## src/rtl/pipeline_hazard_ctrl.sv

```systemverilog
// Hazard and stall controller for the IF/ID/EX/MEM pipe registers: load-use bubbles, EX redirects, memory waits.
// Define HAZARD_PERF_CNT_EN to add the stallCycles/flushCount/memWaitCycles performance counters.
module pipeline_hazard_ctrl #(
  parameter int REG_ADDR_W      = 3,
  parameter int LU_STALL_CYCLES = 1,
  parameter int MEM_TIMEOUT     = 64
) (
  input  logic                  Clk,
  input  logic                  Rst,
  input  logic [REG_ADDR_W-1:0] idSrcA,
  input  logic [REG_ADDR_W-1:0] idSrcB,
  input  logic                  idUsesA,
  input  logic                  idUsesB,
  input  logic [REG_ADDR_W-1:0] exDst,
  input  logic                  exRWrite,
  input  logic                  exRDataSel,
  input  logic                  exBr,
  input  logic                  exJmp,
  input  logic                  memReq,
  input  logic                  memRdy,
  output logic                  pcEn,
  output logic                  ifPipeEn,
  output logic                  ifPipeFlush,
  output logic                  idPipeEn,
  output logic                  idPipeFlush,
  output logic                  exPipeEn,
  output logic                  memPipeEn,
  output logic [1:0]            state,
  output logic                  memErr
`ifdef HAZARD_PERF_CNT_EN
  ,
  output logic [15:0]           stallCycles,
  output logic [15:0]           flushCount,
  output logic [15:0]           memWaitCycles
`endif
);

  typedef enum logic [1:0] {
    ST_RUN      = 2'd0,
    ST_LU_STALL = 2'd1,
    ST_MEM_WAIT = 2'd2,
    ST_HALT     = 2'd3
  } state_e;

  typedef enum logic [1:0] {
    ACT_FREEZE,
    ACT_REDIRECT,
    ACT_LOAD_USE,
    ACT_ADVANCE
  } act_e;

  typedef struct packed {
    logic pc_en;
    logic if_en;
    logic if_flush;
    logic id_en;
    logic id_flush;
    logic ex_en;
    logic mem_en;
  } ctrl_t;

  localparam ctrl_t CTRL_FREEZE   = '{default: 1'b0};
  localparam ctrl_t CTRL_ADVANCE  = '{pc_en: 1'b1, if_en: 1'b1, if_flush: 1'b0, id_en: 1'b1,
                                      id_flush: 1'b0, ex_en: 1'b1, mem_en: 1'b1};
  localparam ctrl_t CTRL_REDIRECT = '{default: 1'b1};
  localparam ctrl_t CTRL_LOAD_USE = '{pc_en: 1'b0, if_en: 1'b0, if_flush: 1'b0, id_en: 1'b1,
                                      id_flush: 1'b1, ex_en: 1'b1, mem_en: 1'b1};
  localparam ctrl_t CTRL_RESET    = '{pc_en: 1'b0, if_en: 1'b0, if_flush: 1'b1, id_en: 1'b0,
                                      id_flush: 1'b1, ex_en: 1'b0, mem_en: 1'b0};

  localparam logic [1:0] LU_LAST   = 2'(LU_STALL_CYCLES - 1);
  localparam logic [7:0] WAIT_LAST = 8'(MEM_TIMEOUT);

  state_e     state_q, state_d;
  logic [7:0] wait_cnt_q, wait_cnt_d;
  logic [1:0] lu_cnt_q, lu_cnt_d;
  logic       mem_err_q, mem_err_d;
  ctrl_t      ctrl;

  logic load_use, redirect, mem_stall;
  act_e run_act;

  assign load_use  = exRWrite && exRDataSel && (exDst != '0) &&
                     ((idUsesA && (idSrcA == exDst)) || (idUsesB && (idSrcB == exDst)));
  assign redirect  = exBr || exJmp;
  assign mem_stall = memReq && !memRdy;

  // With memRdy high mem_stall is already 0, so MEM_WAIT completion reuses this RUN decision.
  always_comb begin
    if (mem_stall)     run_act = ACT_FREEZE;
    else if (redirect) run_act = ACT_REDIRECT;
    else if (load_use) run_act = ACT_LOAD_USE;
    else               run_act = ACT_ADVANCE;
  end

  function automatic ctrl_t act_ctrl(input act_e a);
    case (a)
      ACT_REDIRECT: return CTRL_REDIRECT;
      ACT_LOAD_USE: return CTRL_LOAD_USE;
      ACT_ADVANCE:  return CTRL_ADVANCE;
      default:      return CTRL_FREEZE;
    endcase
  endfunction

  // NOTE: sequential state uses non-blocking assignments so every register samples pre-edge values.
  always_ff @(posedge Clk or posedge Rst) begin
    if (Rst) begin
      state_q    <= ST_RUN;
      wait_cnt_q <= '0;
      lu_cnt_q   <= '0;
      mem_err_q  <= 1'b0;
    end else begin
      state_q    <= state_d;
      wait_cnt_q <= wait_cnt_d;
      lu_cnt_q   <= lu_cnt_d;
      mem_err_q  <= mem_err_d;
    end
  end

  // NOTE: every signal gets a hold default before the case so no path can infer a latch.
  always_comb begin
    state_d    = state_q;
    wait_cnt_d = wait_cnt_q;
    lu_cnt_d   = lu_cnt_q;
    mem_err_d  = mem_err_q;
    case (state_q)
      ST_RUN: begin
        if (run_act == ACT_FREEZE) begin
          state_d    = ST_MEM_WAIT;
          wait_cnt_d = 8'd1;
        end else if (run_act == ACT_LOAD_USE && LU_STALL_CYCLES > 1) begin
          state_d  = ST_LU_STALL;
          lu_cnt_d = 2'd1;
        end
      end
      ST_LU_STALL: begin
        if (!mem_stall) begin
          if (lu_cnt_q == LU_LAST) begin
            state_d  = ST_RUN;
            lu_cnt_d = '0;
          end else begin
            lu_cnt_d = lu_cnt_q + 2'd1;
          end
        end
      end
      ST_MEM_WAIT: begin
        if (memRdy) begin
          wait_cnt_d = '0;
          if (run_act == ACT_LOAD_USE && LU_STALL_CYCLES > 1) begin
            state_d  = ST_LU_STALL;
            lu_cnt_d = 2'd1;
          end else begin
            state_d = ST_RUN;
          end
        end else if (wait_cnt_q == WAIT_LAST) begin
          state_d   = ST_HALT;
          mem_err_d = 1'b1;
        end else begin
          wait_cnt_d = wait_cnt_q + 8'd1;
        end
      end
      default: ;
    endcase
  end

  always_comb begin
    ctrl = CTRL_FREEZE;
    if (Rst) begin
      ctrl = CTRL_RESET;
    end else begin
      case (state_q)
        ST_RUN:      ctrl = act_ctrl(run_act);
        ST_LU_STALL: ctrl = mem_stall ? CTRL_FREEZE : CTRL_LOAD_USE;
        ST_MEM_WAIT: ctrl = memRdy ? act_ctrl(run_act) : CTRL_FREEZE;
        default:     ctrl = CTRL_FREEZE;
      endcase
    end
  end

  assign pcEn        = ctrl.pc_en;
  assign ifPipeEn    = ctrl.if_en;
  assign ifPipeFlush = ctrl.if_flush;
  assign idPipeEn    = ctrl.id_en;
  assign idPipeFlush = ctrl.id_flush;
  assign exPipeEn    = ctrl.ex_en;
  assign memPipeEn   = ctrl.mem_en;
  assign state       = state_q;
  assign memErr      = mem_err_q;

`ifdef HAZARD_PERF_CNT_EN
  logic [15:0] stall_cnt_q, flush_cnt_q, mwait_cnt_q;
  logic        live;

  assign live = (state_q != ST_HALT);

  always_ff @(posedge Clk or posedge Rst) begin
    if (Rst) begin
      stall_cnt_q <= '0;
      flush_cnt_q <= '0;
      mwait_cnt_q <= '0;
    end else if (live) begin
      if (!ctrl.pc_en && stall_cnt_q != 16'hFFFF)
        stall_cnt_q <= stall_cnt_q + 16'd1;
      if (ctrl.if_flush && flush_cnt_q != 16'hFFFF)
        flush_cnt_q <= flush_cnt_q + 16'd1;
      if (state_q == ST_MEM_WAIT && !memRdy && mwait_cnt_q != 16'hFFFF)
        mwait_cnt_q <= mwait_cnt_q + 16'd1;
    end
  end

  assign stallCycles   = stall_cnt_q;
  assign flushCount    = flush_cnt_q;
  assign memWaitCycles = mwait_cnt_q;
`endif

endmodule

```

## config.mk

```make
export PLATFORM = sky130hd
export DESIGN_NAME = pipeline_hazard_ctrl
export DESIGN_NICKNAME = d
export VERILOG_FILES = /design/src/rtl/pipeline_hazard_ctrl.sv
export SDC_FILE = /design/constraint.sdc
export NUM_CORES = 1
export LEC_CHECK = 0
export ABC_AREA = 1
export BUFFER_PORTS_ARGS = -buffer_cell sky130_fd_sc_hd__buf_2
export CAP_MARGIN = 0
export CELL_PAD_IN_SITES_DETAIL_PLACEMENT = 1
export CELL_PAD_IN_SITES_GLOBAL_PLACEMENT = 1
export CORE_AREA = 3 3 75 70
export CTS_BUF_LIST = sky130_fd_sc_hd__clkbuf_4
export DETAILED_ROUTE_END_ITERATION = 8
export DIE_AREA = 0 0 78 73
export HOLD_SLACK_MARGIN = 0.15
export PLACE_DENSITY_LB_ADDON = 0.1
export SETUP_SLACK_MARGIN = 0.05
export SYNTH_ARGS = -nofsm -noshare
export SYNTH_HDL_FRONTEND = slang
export SYNTH_SLANG_ARGS = --single-unit
```

## constraint.sdc

```tcl
create_clock -name Clk -period 3.4 [get_ports Clk]
set_clock_uncertainty 0.05 [all_clocks]
set_input_delay 0.51 -clock Clk [delete_from_list [all_inputs] [get_ports Clk]]
set_output_delay 0.51 -clock Clk [all_outputs]
set_load 0.1 [all_outputs]
```

Word level (Yosys, flattened, before mapping)
Index checks and enable logic that the tools add are counted.
Widths: inputs -> output; s select.
- register bits: 13
- bits of input ports: 19
- output and inout bits: 10
- word-level logic and storage cells: 59
- $add $sub $neg: 2
- equality and inequality tests: 13
- muxes and demuxes: 19
- bitwise logic cells: 2
- reductions and logical operators: 19
- operator list (kind ; number):
    $pmux 7 s3 ; 2
    $mux 8 ; 3
    $mux 2 ; 8
    $pmux 8 s2 ; 1
    $mux 7 ; 2
    $add 8x1->8 const B ; 1
    $eq 8x7->1 const B ; 1
    $eq 2x2->1 const B ; 3
    $eq 3x3->1 ; 2
    $logic_and 1x1->1 ; 6
    $logic_not 2->1 ; 3
    $ne 2x2->1 const B ; 3
    $ne 3x3->1 const B ; 2
    $pmux 2 s3 ; 1
    $reduce_and 3->1 ; 2
    $reduce_bool 3->1 ; 2
    $reduce_and 5->1 ; 1
    $eq 2x1->1 const B ; 2
    $mux 4 ; 1
    $add 2x1->2 const B ; 1
    $logic_or 1x1->1 ; 2
    $not 1->1 ; 2
    $reduce_and 2->1 ; 1
    $reduce_bool 2->1 ; 1
    other kinds (2) ; 2

Logic depth before layout (Yosys ltp)
- word-level depth: 12
- gate-level depth with buffers: 11
- mapped depth without buffers: 11

Least setup slack after synthesis
OpenSTA, ideal clock, no wires.
- path kind: reg2out
- start point: reg state_q[0], in the netlist state[0]
- end point: out idPipeEn
- data arrival time: 2.869 ns
- required time: 2.840 ns
- slack: -0.029 ns
- stages on the path, launching flop included: 8
- path through: dfrtp_1 > ha_1 > inv_1 > nor2_4 > inv_1 > a21oi_1 > and2_1 > buf_4
- cells in the longest elaborated chain, start to end: 3
- RTL lines (what ; line ; text):
    start: declaration ; 74 ; state_e state_q, state_d;
    start signal: assignment ; 113 ; state_q <= state_d;
    $eq 2x2->1, or another cell as far along ; 171 ; case (state_q)
    $pmux 7 s3 (*) ; 171 ;
    $mux 7 (*) ; 168 ; if (Rst) begin
    end: declaration ; 24 ; output logic idPipeEn,
Every way passes the cells marked *; elsewhere a longest branch is shown, timed or not.

Final worst setup path
- start point: reg state_q[0], in the netlist state[0]
- end point: out memPipeEn
- cells in the longest elaborated chain, start to end: 3
- RTL lines (what ; line ; text):
    $eq 2x2->1, or another cell as far along ; 171 ;
    $pmux 7 s3 (*) ; 171 ;
    $mux 7 (*) ; 168 ;
    end: declaration ; 27 ; output logic memPipeEn,
Marked as above.

==> results.cfg <==
[clock_tree]
cts_tree = yes
ctsRootBufferMaster = clkbuf_4
clkLatencyLatePin_ns = 0.27
cts_resized = 0
clock-sinks = 13
clk_pin_slew_worst_paths_ns = 0.09
htreeDepth = 1
clockBufferDepth = 2
cts_buffers = 3
cts_hold_buf = 0
postCtsSetupBuffers = 0

[global_routing]
grt_max_degree = 13
grt_util_met2_pct = 19.8
grt.busiest_layer = met2
grt_pass1_wl_um = 5260
antenna_found_initial = 0
grt_remaining_overflow = 0
grtUsageMet3_pct = 1.73
grtUsageTotal_pct = 11.4
grt_use_met1_pct = 15.0
grt_pass1_vias = 1133

[sta]
period_needed_ns = 2.64
rsz0062_at_grt = no
hold_violations = 0
drv_slew = 0
finalCritPeriodShare_pct = 77.7
setup_viol = 0
max_slew_margin_pct = 67.1
fmax_ghz = 0.379
holdWs_ns = 0.144
tns_ns = 0
tightest_slew_ns = 0.496
setup_ws_ns = 0.759

[floorplanning]
start_util_pct = 25.1
die_h_um = 73
core_um2 = 4490
fp.dieW_um = 78
die_area_um2 = 5690
floorplan.io_pins = 29
rows = 23

[power]
vdd_ir_drop_max_v = 0.000423
power-per-cell-area_nw_per_um2 = 829
p_leak_nw = 0.743
fin_total_pwr_mw = 1.12

[place]
dp_hpwl_um = 2550
numPortBuffers = 28
place.gp.congestion = 0.792
pre_cts_slack_ns = 1.06

[drt]
drc = 0
detail_route.wl_per_cell_um = 11.3
drt-pass1-iter-count = 4
ant_nets = 0
drt-vias-per-instance = 4.21
wl_um = 3010
via_count = 1119
drtIter0Drc = 30

[setup_path]
critPathRequiredTime_ns = 2.84
critPathCapture = memPipeEn
max_stage_delay_ns = 0.44
cp_slowest_cell = dfrtp_1
rr_startpoint = state[0]
crit_arrival_ns = 2.08
crit_fanout = 7
crit_top_cell = a21oi_1
critPathKind = reg -> out
r2r_slack_ns = 1.42
start_kind = flop
reg2regPathDepth = 9
crit_chain = inv_1 -> ha_1 -> a21oi_1 -> a21oi_1 -> and2_2 -> buf_2
r2r-end = wait_cnt_q[3]
startpoint = state[0]
critPathCaptureType = output port

[logic_synthesis]
synthAdderAreaFrac_pct = 8.87
ys_seq_elements = 13
yosys_warnings = 0
synth_area_leaders = dfrtp_1, nand2_1, inv_1
syn_area_um2 = 1130
synth_mux_area_share_pct = 0
synth_top_family_by_area = simple AND/OR/NAND/NOR gates
synthTopCellsByCount = nand2_1, inv_1, nor2_1
synth_most_common_cell = nand2_1
synth.avg_cell_area_um2 = 6.45
synth-async-reset-ratio_pct = 100
syn-num-nets = 202
synth.top_cell.area_share_pct = 28.8
synth-compound-area-share_pct = 9.20
ys_seq_area_share_pct = 28.8
synth_edf_count = 0
synth_cell_type_count = 22
syn_inst = 175
yosys.area_share.simple_pct = 36.9
synth_xor_area_share_pct = 1.55
synth_ff_type = dfrtp_1
synth_top_cell_by_area = dfrtp_1

[cells_and_area]
regArea_um2 = 325
fillCellCount = 621
layout.nets = 232
num_antenna_cells = 0
final_layout_size_suffix_gt1_share_pct = 21.1
multiInputGateArea_um2 = 639
syn_to_final_growth_pct = 19.7

[status]
outcome = finished clean

[run]
max_cap_viol_count = 0

[worst_hold_path]
hold_path_class = in -> async
-- worst max-delay path, delay by kind of cell, from the launching register on --
| kind | cells | cell delay, ns |
|---|---|---|
| and+or+nand+nor | 1 | 0.18 |
| adders and majority gates | 1 | 0.33 |
| buffers and inverters | 2 | 0.54 |
| DFF | 1 | 0.44 |
| AOI/OAI and AO/OA | 2 | 0.32 |
-- layout by cell type (no fill, tap or decap), types with 2 or more instances in the layout --
cell and count:
nand4_1 5, o21ai_0 5, inv_1 33, clkbuf_4 4, a21oi_1 4, ha_1 8
nor2_1 19, o21ai_1 7, nor2_4 4, dfrtp_1 13, buf_2 28, nand3_1 12
nand2_1 51, inv_2 2
-- where the power goes --
part	leakage (nW)	internal, mW	switching (mW)	total (mW)
Sequential	0.169	0.188	0.0320	0.220
Combinational	0.555	0.161	0.634	0.795
Clock	0.0184	0.0534	0.0521	0.105
Total	0.743	0.402	0.719	1.12
-- per-layer routing --
layer | part of all wire (%) | up-vias
li1 | - | 593
met1 | 49 | 502
met2 | 45 | 22
met3 | 4.7 | 2
met4 | 0.50 | 0
met5 | 0 | -
-- logic make-up after synthesis --
kind of cell,Yosys count
xor gates and xnor gates,2
buffers and inverters,39
DFF,13
adders and majority gates,8
and+or+nand+nor,94
AOI/OAI and AO/OA,19
-- area by class of cell --
| class | count | area share [%] |
|---|---|---|
| timing repair buffer | 29 | 10.9 |
| tap | 62 | 5.74 |
| sequential | 13 | 24.1 |
| clock buffer | 4 | 2.22 |
| inverter | 35 | 9.72 |
| multi-input combinational | 123 | 47.3 |
-- through the flow --
| stage | cell area, um2 | instances | utilization [%] |
|---|---|---|---|
| 2_1_floorplan | 1130 | 175 | - |
| 3_3_place_gp | 1320 | 262 | 29.4 |
| 4_1_cts | 1350 | 266 | 30.1 |
| 5_1_grt | 1350 | 266 | 30.1 |
| 3_5_place_dp | 1320 | 262 | 29.4 |
| 6_report | 1350 | 266 | 30.1 |
-- worst min path at each step --
stage	start	to	cells past startpoint
global route	Rst	wait_cnt_q[2]	2
floorplan	Rst	lu_cnt_q[0]	1
global placement	memErr	memErr	2
finish	Rst	wait_cnt_q[6]	2
detailed placement	memErr	memErr	2
CTS	Rst	wait_cnt_q[2]	2
-- state kept, by name, summed over array words and instances (netlist names) --
signal	flops
lu_cnt_q	2
memErr	1
state	2
wait_cnt_q	8
(Power assumes the default switching activity.)
